[src/rtl/map_pkg.sv]
// Shared maze-map types and helpers for the tile-query arbiter.
// Rows are 32-bit words; column 0 is the MSB of each row.
package map_pkg;

    localparam int TILE_W   = 5;
    localparam int MAP_ROWS = 32;
    localparam int ROW_W    = 32;

    typedef logic [TILE_W-1:0]            tile_coord_t;
    typedef logic [$clog2(MAP_ROWS)-1:0]  row_addr_t;
    typedef logic [ROW_W-1:0]             map_row_t;

    function automatic logic wall_bit(
        input map_row_t    row,
        input tile_coord_t x
    );
        tile_coord_t sel;
        sel = tile_coord_t'(ROW_W - 1) - x;
        return row[sel];
    endfunction

endpackage

[src/rtl/rr_find_next.sv]
// Cyclic first-set finder: scans req & ~excl starting at start.
// Used twice by map_port_arbiter to pick the two port slots.
module rr_find_next #(
    parameter int N = 4
) (
    input  logic [N-1:0]                    req,
    input  logic [$clog2(N)-1:0]            start,
    input  logic [N-1:0]                    excl,
    output logic                            found,
    output logic [$clog2(N)-1:0]            idx
);

    localparam int IW = $clog2(N);

    logic [N-1:0] cand;
    int           j;

    assign cand = req & ~excl;

    // Scan from the far end so the candidate nearest start wins.
    always_comb begin
        found = 1'b0;
        idx   = '0;
        j     = 0;
        for (int k = N - 1; k >= 0; k--) begin
            j = int'(start) + k;
            if (j >= N) begin
                j = j - N;
            end
            if (cand[j]) begin
                found = 1'b1;
                idx   = IW'(j);
            end
        end
    end

endmodule

[src/rtl/map_port_arbiter.sv]
// Round-robin sharing of the two maze-ROM read ports between N_REQ movers.
// Optional per-requester stall counters: define MAP_ARB_STALL_STATS_EN.
module map_port_arbiter
    import map_pkg::*;
#(
    parameter int N_REQ = 4
`ifdef MAP_ARB_STALL_STATS_EN
    ,
    parameter int STALL_W = 16
`endif
) (
    input  logic                       clk,
    input  logic                       reset,
`ifdef MAP_ARB_STALL_STATS_EN
    input  logic                       stall_clr,
    output logic [STALL_W*N_REQ-1:0]   stall_cnt,
`endif
    input  logic [N_REQ-1:0]           req,
    input  logic [TILE_W*N_REQ-1:0]    x_in,
    input  logic [TILE_W*N_REQ-1:0]    y_in,
    output logic [N_REQ-1:0]           gnt,
    output logic [N_REQ-1:0]           rsp_valid,
    output logic [N_REQ-1:0]           rsp_wall,
    output row_addr_t                  map_addr_a,
    output row_addr_t                  map_addr_b,
    input  map_row_t                   map_data_a,
    input  map_row_t                   map_data_b
);

    localparam int IW = $clog2(N_REQ);

    logic [IW-1:0]     rr_ptr;
    logic [IW-1:0]     idx_a;
    logic [IW-1:0]     idx_b;
    logic [IW-1:0]     start_b;
    logic              found_a;
    logic              found_b;
    logic [N_REQ-1:0]  req_b;
    logic [N_REQ-1:0]  excl_b;
    logic [N_REQ-1:0]  gnt_a;
    logic [N_REQ-1:0]  gnt_b;
    logic [N_REQ-1:0]  rsp_valid_q;
    tile_coord_t       xs [N_REQ];
    tile_coord_t       ys [N_REQ];
    tile_coord_t       x_a;
    tile_coord_t       x_b;
    logic              wall_a;
    logic              wall_b;

    function automatic logic [IW-1:0] wrap_inc(input logic [IW-1:0] i);
        return (i == IW'(N_REQ - 1)) ? '0 : i + 1'b1;
    endfunction

    for (genvar g = 0; g < N_REQ; g++) begin : g_unpack
        assign xs[g] = x_in[TILE_W*g +: TILE_W];
        assign ys[g] = y_in[TILE_W*g +: TILE_W];
    end

    rr_find_next #(.N(N_REQ)) u_find_a (
        .req   (req),
        .start (rr_ptr),
        .excl  ('0),
        .found (found_a),
        .idx   (idx_a)
    );

    // Slot B only exists once slot A does, and never repeats it.
    assign start_b = wrap_inc(idx_a);
    assign excl_b  = N_REQ'(1) << idx_a;
    assign req_b   = found_a ? req : '0;

    rr_find_next #(.N(N_REQ)) u_find_b (
        .req   (req_b),
        .start (start_b),
        .excl  (excl_b),
        .found (found_b),
        .idx   (idx_b)
    );

    assign gnt_a = (found_a && !reset) ? (N_REQ'(1) << idx_a) : '0;
    assign gnt_b = (found_b && !reset) ? (N_REQ'(1) << idx_b) : '0;
    assign gnt   = gnt_a | gnt_b;

    assign map_addr_a = found_a ? row_addr_t'(ys[idx_a]) : '0;
    assign map_addr_b = found_b ? row_addr_t'(ys[idx_b]) : '0;

    assign x_a    = xs[idx_a];
    assign x_b    = xs[idx_b];
    assign wall_a = wall_bit(map_data_a, x_a);
    assign wall_b = wall_bit(map_data_b, x_b);

    always_ff @(posedge clk) begin
        if (reset) begin
            rr_ptr      <= '0;
            rsp_valid_q <= '0;
            rsp_wall    <= '0;
        end else begin
            rsp_valid_q <= gnt;
            for (int i = 0; i < N_REQ; i++) begin
                if (gnt_a[i]) begin
                    rsp_wall[i] <= wall_a;
                end else if (gnt_b[i]) begin
                    rsp_wall[i] <= wall_b;
                end
            end
            if (found_a) begin
                rr_ptr <= found_b ? wrap_inc(idx_b) : wrap_inc(idx_a);
            end
        end
    end

    // A response landing in a reset cycle is dropped.
    assign rsp_valid = rsp_valid_q & {N_REQ{~reset}};

`ifdef MAP_ARB_STALL_STATS_EN
    logic [STALL_W-1:0] stall_q [N_REQ];

    always_ff @(posedge clk) begin
        for (int i = 0; i < N_REQ; i++) begin
            if (reset || stall_clr) begin
                stall_q[i] <= '0;
            end else if (req[i] && !gnt[i] && (stall_q[i] != '1)) begin
                stall_q[i] <= stall_q[i] + 1'b1;
            end
        end
    end

    always_comb begin
        stall_cnt = '0;
        for (int i = 0; i < N_REQ; i++) begin
            stall_cnt[STALL_W*i +: STALL_W] = stall_q[i];
        end
    end
`endif

endmodule
[config.mk]
export PLATFORM = sky130hd
export DESIGN_NAME = map_port_arbiter
export DESIGN_NICKNAME = d
export VERILOG_FILES = /design/src/rtl/map_pkg.sv /design/src/rtl/rr_find_next.sv /design/src/rtl/map_port_arbiter.sv
export SDC_FILE = /design/constraint.sdc
export NUM_CORES = 1
export LEC_CHECK = 0
export CAP_MARGIN = 20
export CORE_MARGIN = 1.5
export CORE_UTILIZATION = 26
export CTS_CLUSTER_DIAMETER = 40
export DETAILED_ROUTE_END_ITERATION = 8
export PLACE_DENSITY = 0.63
export SYNTH_ARGS = -nofsm -noshare
export SYNTH_HDL_FRONTEND = slang
export SYNTH_SLANG_ARGS = --single-unit
[constraint.sdc]
create_clock -name clk -period 15.4 [get_ports clk]
set_input_delay 3.08 -clock clk [delete_from_list [all_inputs] [get_ports clk]]
set_output_delay 3.08 -clock clk [all_outputs]
set_load 0.1 [all_outputs]
==> results.toml, run 1 <==
[cells_and_area]
layout-drive-gt1-share_pct = 10.30
synthToLayoutAreaGrowth_pct = 52.50
design_area_mm2 = 0.004158
antenna_cells = 0
nets = 582
final_util_pct = 40.64
final_cell_count_no_fill = 602

[pwr]
p_int_uw = 308.4
combPwrFrac_pct = 89.6
p_seq_share_pct = 6.1
power.density_mw_per_mm2 = 187.0
power.total_uw = 777.7
ir_drop_mv = 0.1309
clkPwrFrac_pct = 4.2
leakagePower_nw = 1.605
p_sw_share_pct = 60.34
switching_power_uw = 469.3

[detailed_routing]
wl_met1_um = 4229
viasPerCell = 5.432
first_pass_iters = 6
dr_total_vias = 3270
drt_iter0_markers = 198
drc = 0
routed-wl-met2_um = 4845
top_layer = "met4"
dr_wl_met3_um = 569
ant_nets = 0
routedWlPerCell_um = 16.15
routed_wl_um = 9724

[hold_path]
hp-start = "rsp_wall[3]"
min_path_type = "flip-flop to flip-flop"
whs_path_depth = 2
holdPathEnd = "rsp_wall[3]"

[worst_setup_path]
crit_family = "buffers and inverters"
crit_required_ns = 12.32
cp-end-kind = "output port"
cp.arrival_ns = 8.69
r2r_end = "rsp_wall[3]"
crit_buf_inv = 4
crit_chain = "clkdlybuf4s50_1 -> a21boi_0 -> o21ai_2 -> nor2_4 -> inv_2 -> ha_1 -> o41ai_1 -> a221oi_1 -> or2_1 -> inv_2 -> ha_1 -> nand2_1 -> nand2_1 -> clkdlybuf4s50_1"
reg2reg_from = "rr_ptr[1]"
crit_type = "input pin to output port"
cp_max_fo = 29
cp.depth = 14
worst-r2r-cell-count = 15
reg2reg_slack_ns = 9.46
crit_slowest_cell = "clkdlybuf4s50_1"
crit_path_max_incr_delay_ns = 1.00
start_kind = "input pin"

[sta]
worst-slew-pin-transition_ns = 0.9841
maxSlewViolCount = 0
finalCriticalPeriod_ns = 11.77
fin_ws_ns = 3.627
hold_viol = 0
max_freq_mhz = 84.94
finClkSkew_ns = 0.001624
final-setup-viol-count = 0
min_period_over_period_pct = 76.45
rsz0062_at_grt = "false"
hold_ws_ns = 0.5064
slew_headroom_pct = 34.19
finalSetupTns_ns = 0

[placement]
placed_area_mm2 = 0.004088
place_inst = 597
post-place-ws_ns = 3.318
place.gp.congestion = 0.9023
dp_hpwl_um = 7898
port_buffers = 131

[clocking]
clock_tree.root_cell = "clkbuf_8"
clkTransAtPathRegs_ns = 0.05
cts_buffers = 3
clk_path_buf_depth = 2
ctsHtreeMaxLevel = 1
clkLatencyLatePin_ns = 0.24
cts_tree = "built"
post_cts_resized = 0
clock_sinks = 10
cts_hold_buf = 0
cts_setup_buffers = 0

[floorplanning]
core_mm2 = 0.01023
die_h_um = 105.4
die_w_um = 105.4
start_util_pct = 26.65
dieArea_mm2 = 0.01111
fp-row-count = 37
io_pins = 132

[synthesis]
yosysTopAreaCellShare_pct = 12.12
yosysWarningCount = 0
synth-edff-count = 0
syn-cell-area_mm2 = 0.002726
synth_nets = 466
ys_types = 74
yosysMostFrequentCell = "nand2_1"
yosysTopAreaCell = "mux2i_1"
ys_seq_area_share_pct = 7.343
netlist_instances = 351
ys_ff_latch = 10
synthArstFlopShare_pct = 0
synth_common_cells = "nand2_1 (43), mux2i_1 (33), a211oi_1 (19)"
synth-main-ff-cell = "dfxtp_1"
syn_avg_cell_area_um2 = 7.767
synth.area.top_cells = "mux2i_1 (12%), dfxtp_1 (7.3%), mux4_2 (6.6%)"

[flow_run]
maxCapViolCount = 0

[outcome]
status = "finished, final reports clean"

[global_routing]
antenna_found_initial = 0
grt_pass1_vias = 3137
track_usage_pct = 16.78
grt_pass1_wl_um = 15470
grt_overflow = 0
grt_max_degree = 30
-- cells by family (layout without fill, tap and decap cells) --
logic type | count (synthesis) | count (layout) | share of synthesized area (%)
AND/OR/NAND/NOR | 133 | 133 | 25.38
adder cells (fa/ha/maj) | 5 | 5 | 2.295
buffers and inverters | 40 | 155 | 7.389
flip-flops | 10 | 10 | 7.343
multiplexers | 48 | 48 | 22.67
AO/OA/AOI/OAI | 115 | 115 | 34.92
-- routing by layer --
| metal | vias up | track usage [%] |
|---|---|---|
| met5 | - | 0 |
| met4 | 0 | 2.446 |
| met3 | 7 | 1.361 |
| met2 | 121 | 30.67 |
| met1 | 1530 | 21.79 |
| li1 | 1612 | - |
-- state kept, by name, indices dropped and copies added (netlist names) --
| name | count |
|---|---|
| rsp_valid_q | 4 |
| rsp_wall | 4 |
| rr_ptr | 2 |
-- worst register-to-register path: stages (launching register included) --
cell and delay (ns):
dfxtp_1 0.73, mux2i_2 0.44, nor2_2 0.10, nor2_4 0.39, inv_2 0.34, ha_1 0.66, o41ai_1 0.16, a221oi_1 0.30
or2_1 0.73, mux2i_4 0.67, inv_1 0.19, or4_1 0.54, nand4_1 0.13, nand4_2 0.20, nand3b_1 0.15, o311ai_1 0.10
-- layout by cell type (no fill, tap or decap), types with 5 or more instances in the layout --
master           netlist  routed
a211oi_1              19      19
a21oi_1               12      12
a31oi_1                8       8
a41oi_1                6       6
and2_1                 8       8
and3_1                13      13
clkdlybuf4s50_1        0     131
dfxtp_1               10      10
ha_1                   5       5
inv_1                 14      14
mux2i_1               33      33
mux4_2                 8       8
nand2_1               43      43
nand2b_1               6       6
nand3_1               16      16
nor2_1                15      14
nor2b_1                7       7
nor3_1                 5       5
o211ai_1               9       9
o21ai_0                9       9
-- power by group through the flow --
| stage | logic (mW) | registers, mW | clock network [mW] |
|---|---|---|---|
| 6_report | 0.697 | 0.0475 | 0.0330 |
| 4_1_cts | 0.694 | 0.0472 | 0.0330 |
| 2_1_floorplan | 0.530 | 0.0695 | 0 |
| 3_5_place_dp | 0.693 | 0.0475 | 0 |
| 3_3_place_gp | 0.687 | 0.0475 | 0 |
| 5_1_grt | 0.742 | 0.0488 | 0.0344 |
-- worst max-delay path by stage --
stage,slack [ns],start,endpoint
final,3.63,req[1],gnt[0]
after global routing,3.27,req[1],gnt[0]
after CTS,3.30,req[1],gnt[0]
after detailed placement,3.32,req[2],gnt[0]
after global placement,3.54,req[1],gnt[0]
after floorplan,5.16,req[2],gnt[2]
-- cell type report --
type / count / area [um2]
inverter: 17 / 63.81
fill: 1031 / 6073
sequential: 10 / 200.2
clock buffer: 4 / 55.05
tap: 136 / 170.2
timing repair buffer: 134 / 1341
multi-input combinational: 301 / 2327
Power figures use the tool's default switching activity.
==> run 2: changes to the inputs <==
PLACE_DENSITY = 0.66   (was 0.63)
clock period = 10.3 ns   (was 15.4 ns; I/O delays follow)
==> run 2 against run 1 <==
Final cell count fell by 0.33%. Count of clock-buffer cells in the layout down 1. Via count shrank 0.34%. Largest power group unchanged. Wire length grew 0.75%. First-iteration DRC count grew 9.6%. Non-clock buffer count decreased by 1.
==> results.toml, run 2 (synthesized netlist as in run 1, its figures left out) <==
[sta]
maxSlewViolCount = 0
final-setup-viol-count = 0
slew_headroom_pct = 26.14
fin_ws_ns = 0.9958
finalCriticalPeriod_ns = 9.304
finalSetupTns_ns = 0
max_freq_mhz = 107.5
rsz0062_at_grt = "false"
worst-slew-pin-transition_ns = 1.107
hold_viol = 0
finClkSkew_ns = 0.001633
min_period_over_period_pct = 90.33
hold_ws_ns = 0.5096

[floorplanning]
core_mm2 = 0.01023
dieArea_mm2 = 0.01111
die_h_um = 105.4
fp-row-count = 37
die_w_um = 105.4
start_util_pct = 26.65
io_pins = 132

[cells_and_area]
layout_commonest_cell = "clkdlybuf4s50_1"
final_util_pct = 40.14
synthToLayoutAreaGrowth_pct = 50.62
antenna_cells = 0
nets = 581
nFillCells = 1039
final_cell_mix = "clkdlybuf4s50_1 (122), nand2_1 (43), mux2i_1 (33)"
layout-drive-gt1-share_pct = 11.85
top_regs = "rsp_valid_q (4), rsp_wall (4), rr_ptr (2)"

[placement]
post-place-ws_ns = 1.005
place.gp.congestion = 0.9006
dp_hpwl_um = 7973
port_buffers = 131

[pwr]
ir_drop_mv = 0.1790
leakagePower_nw = 1.602
power.density_mw_per_mm2 = 278.5
power.total_mw = 1.144

[global_routing]
grt_pass1_vias = 3226
grt_pass1_wl_um = 15700
grt_max_degree = 30
grt-busiest-layer = "met2"
antenna_found_initial = 0
met1_usage_pct = 21.73
grt_overflow = 0
use_met2_pct = 31.05
track_usage_pct = 17.14
grtUsageMet3_pct = 1.422

[outcome]
status = "finished, final reports clean"

[worst_setup_path]
cp-end-kind = "output port"
reg2reg_from = "rr_ptr[1]"
crit_family = "buffers and inverters"
crit_path_max_incr_delay_ns = 0.87
crit_required_ns = 8.24
worst-r2r-cell-count = 17
crit_chain = "clkdlybuf4s50_1 -> mux2i_2 -> nor2_2 -> nor2_4 -> inv_2 -> ha_1 -> o21ai_0 -> o221ai_2 -> a21oi_1 -> nor2_2 -> inv_1 -> ha_1 -> nand2_1 -> nand2_1 -> buf_4"
reg2reg_slack_ns = 4.41
crit_slowest_cell = "nor2_2"
start_kind = "input pin"
crit_buf_inv = 4
cp_max_fo = 29
r2r_end = "rsp_wall[3]"
cp.arrival_ns = 7.24
crit_type = "input pin to output port"

[detailed_routing]
routedWlPerCell_um = 16.33
ant_nets = 0
routed_wl_um = 9797
viasPerCell = 5.432
drt_iter0_markers = 217
first_pass_iters = 5
dr_total_vias = 3259
drc = 0

[flow_run]
maxCapViolCount = 0

[clocking]
ctsHtreeMaxLevel = 1
cts_tree = "built"
cts_setup_buffers = 0
post_cts_resized = 0
cts_hold_buf = 0
clkLatencyLatePin_ns = 0.23
clk_path_buf_depth = 2
clock_sinks = 10
clock_tree.root_cell = "clkbuf_8"
clkTransAtPathRegs_ns = 0.05
cts_buffers = 3

[hold_path]
whs_path_depth = 2
hp-start = "rsp_wall[3]"
min_path_type = "flip-flop to flip-flop"
holdPathEnd = "rsp_wall[3]"
[run 2: stage by stage]
stage	area [um2]	instances
3_5_place_dp	4065	597
2_1_floorplan	2726	351
3_3_place_gp	4065	597
5_1_grt	4106	600
6_report	4106	600
4_1_cts	4106	600
[run 2: how the worst max path moves through the flow]
stage	from	to	slack [ns]	cells past startpoint
3_5_place_dp	req[2]	gnt[0]	1.00	15
3_3_place_gp	req[1]	gnt[0]	1.23	15
4_1_cts	req[2]	gnt[0]	1.03	15
6_report	req[2]	gnt[0]	1.0	15
5_1_grt	req[2]	gnt[1]	0.52	15
2_1_floorplan	req[2]	gnt[2]	2.10	18
[run 2: routing by layer]
metal | routed length (um) | vias up
met4 | 163 | 0
met1 | 4264 | 1526
met2 | 4861 | 115
li1 | - | 1605
met3 | 508 | 13
met5 | 0 | -
[run 2: where the power goes]
part / internal [mW] / total (mW) / switching (mW)
registers: 0.0545 / 0.0704 / 0.0160
clock network: 0.0256 / 0.0405 / 0.0149
logic: 0.361 / 1.03 / 0.672
[run 2: area by class of cell]
| cell class | count | area, um2 | share of cell area [%] |
|---|---|---|---|
| tap | 136 | 170.2 | 4.144 |
| timing repair buffer | 133 | 1304 | 31.75 |
| inverter | 17 | 63.81 | 1.554 |
| multi-input combinational | 301 | 2327 | 56.67 |
| clock buffer | 3 | 41.29 | 1.005 |
| sequential | 10 | 200.2 | 4.875 |
[run 2: worst register-to-register path, delay by kind of cell (launching register included)]
family	cells	cell delay, ns
AND/OR/NAND/NOR	7	2.06
buffers and inverters	2	0.60
flip-flops	1	0.70
adder cells (fa/ha/maj)	1	0.65
AO/OA/AOI/OAI	6	1.31
multiplexers	1	0.43
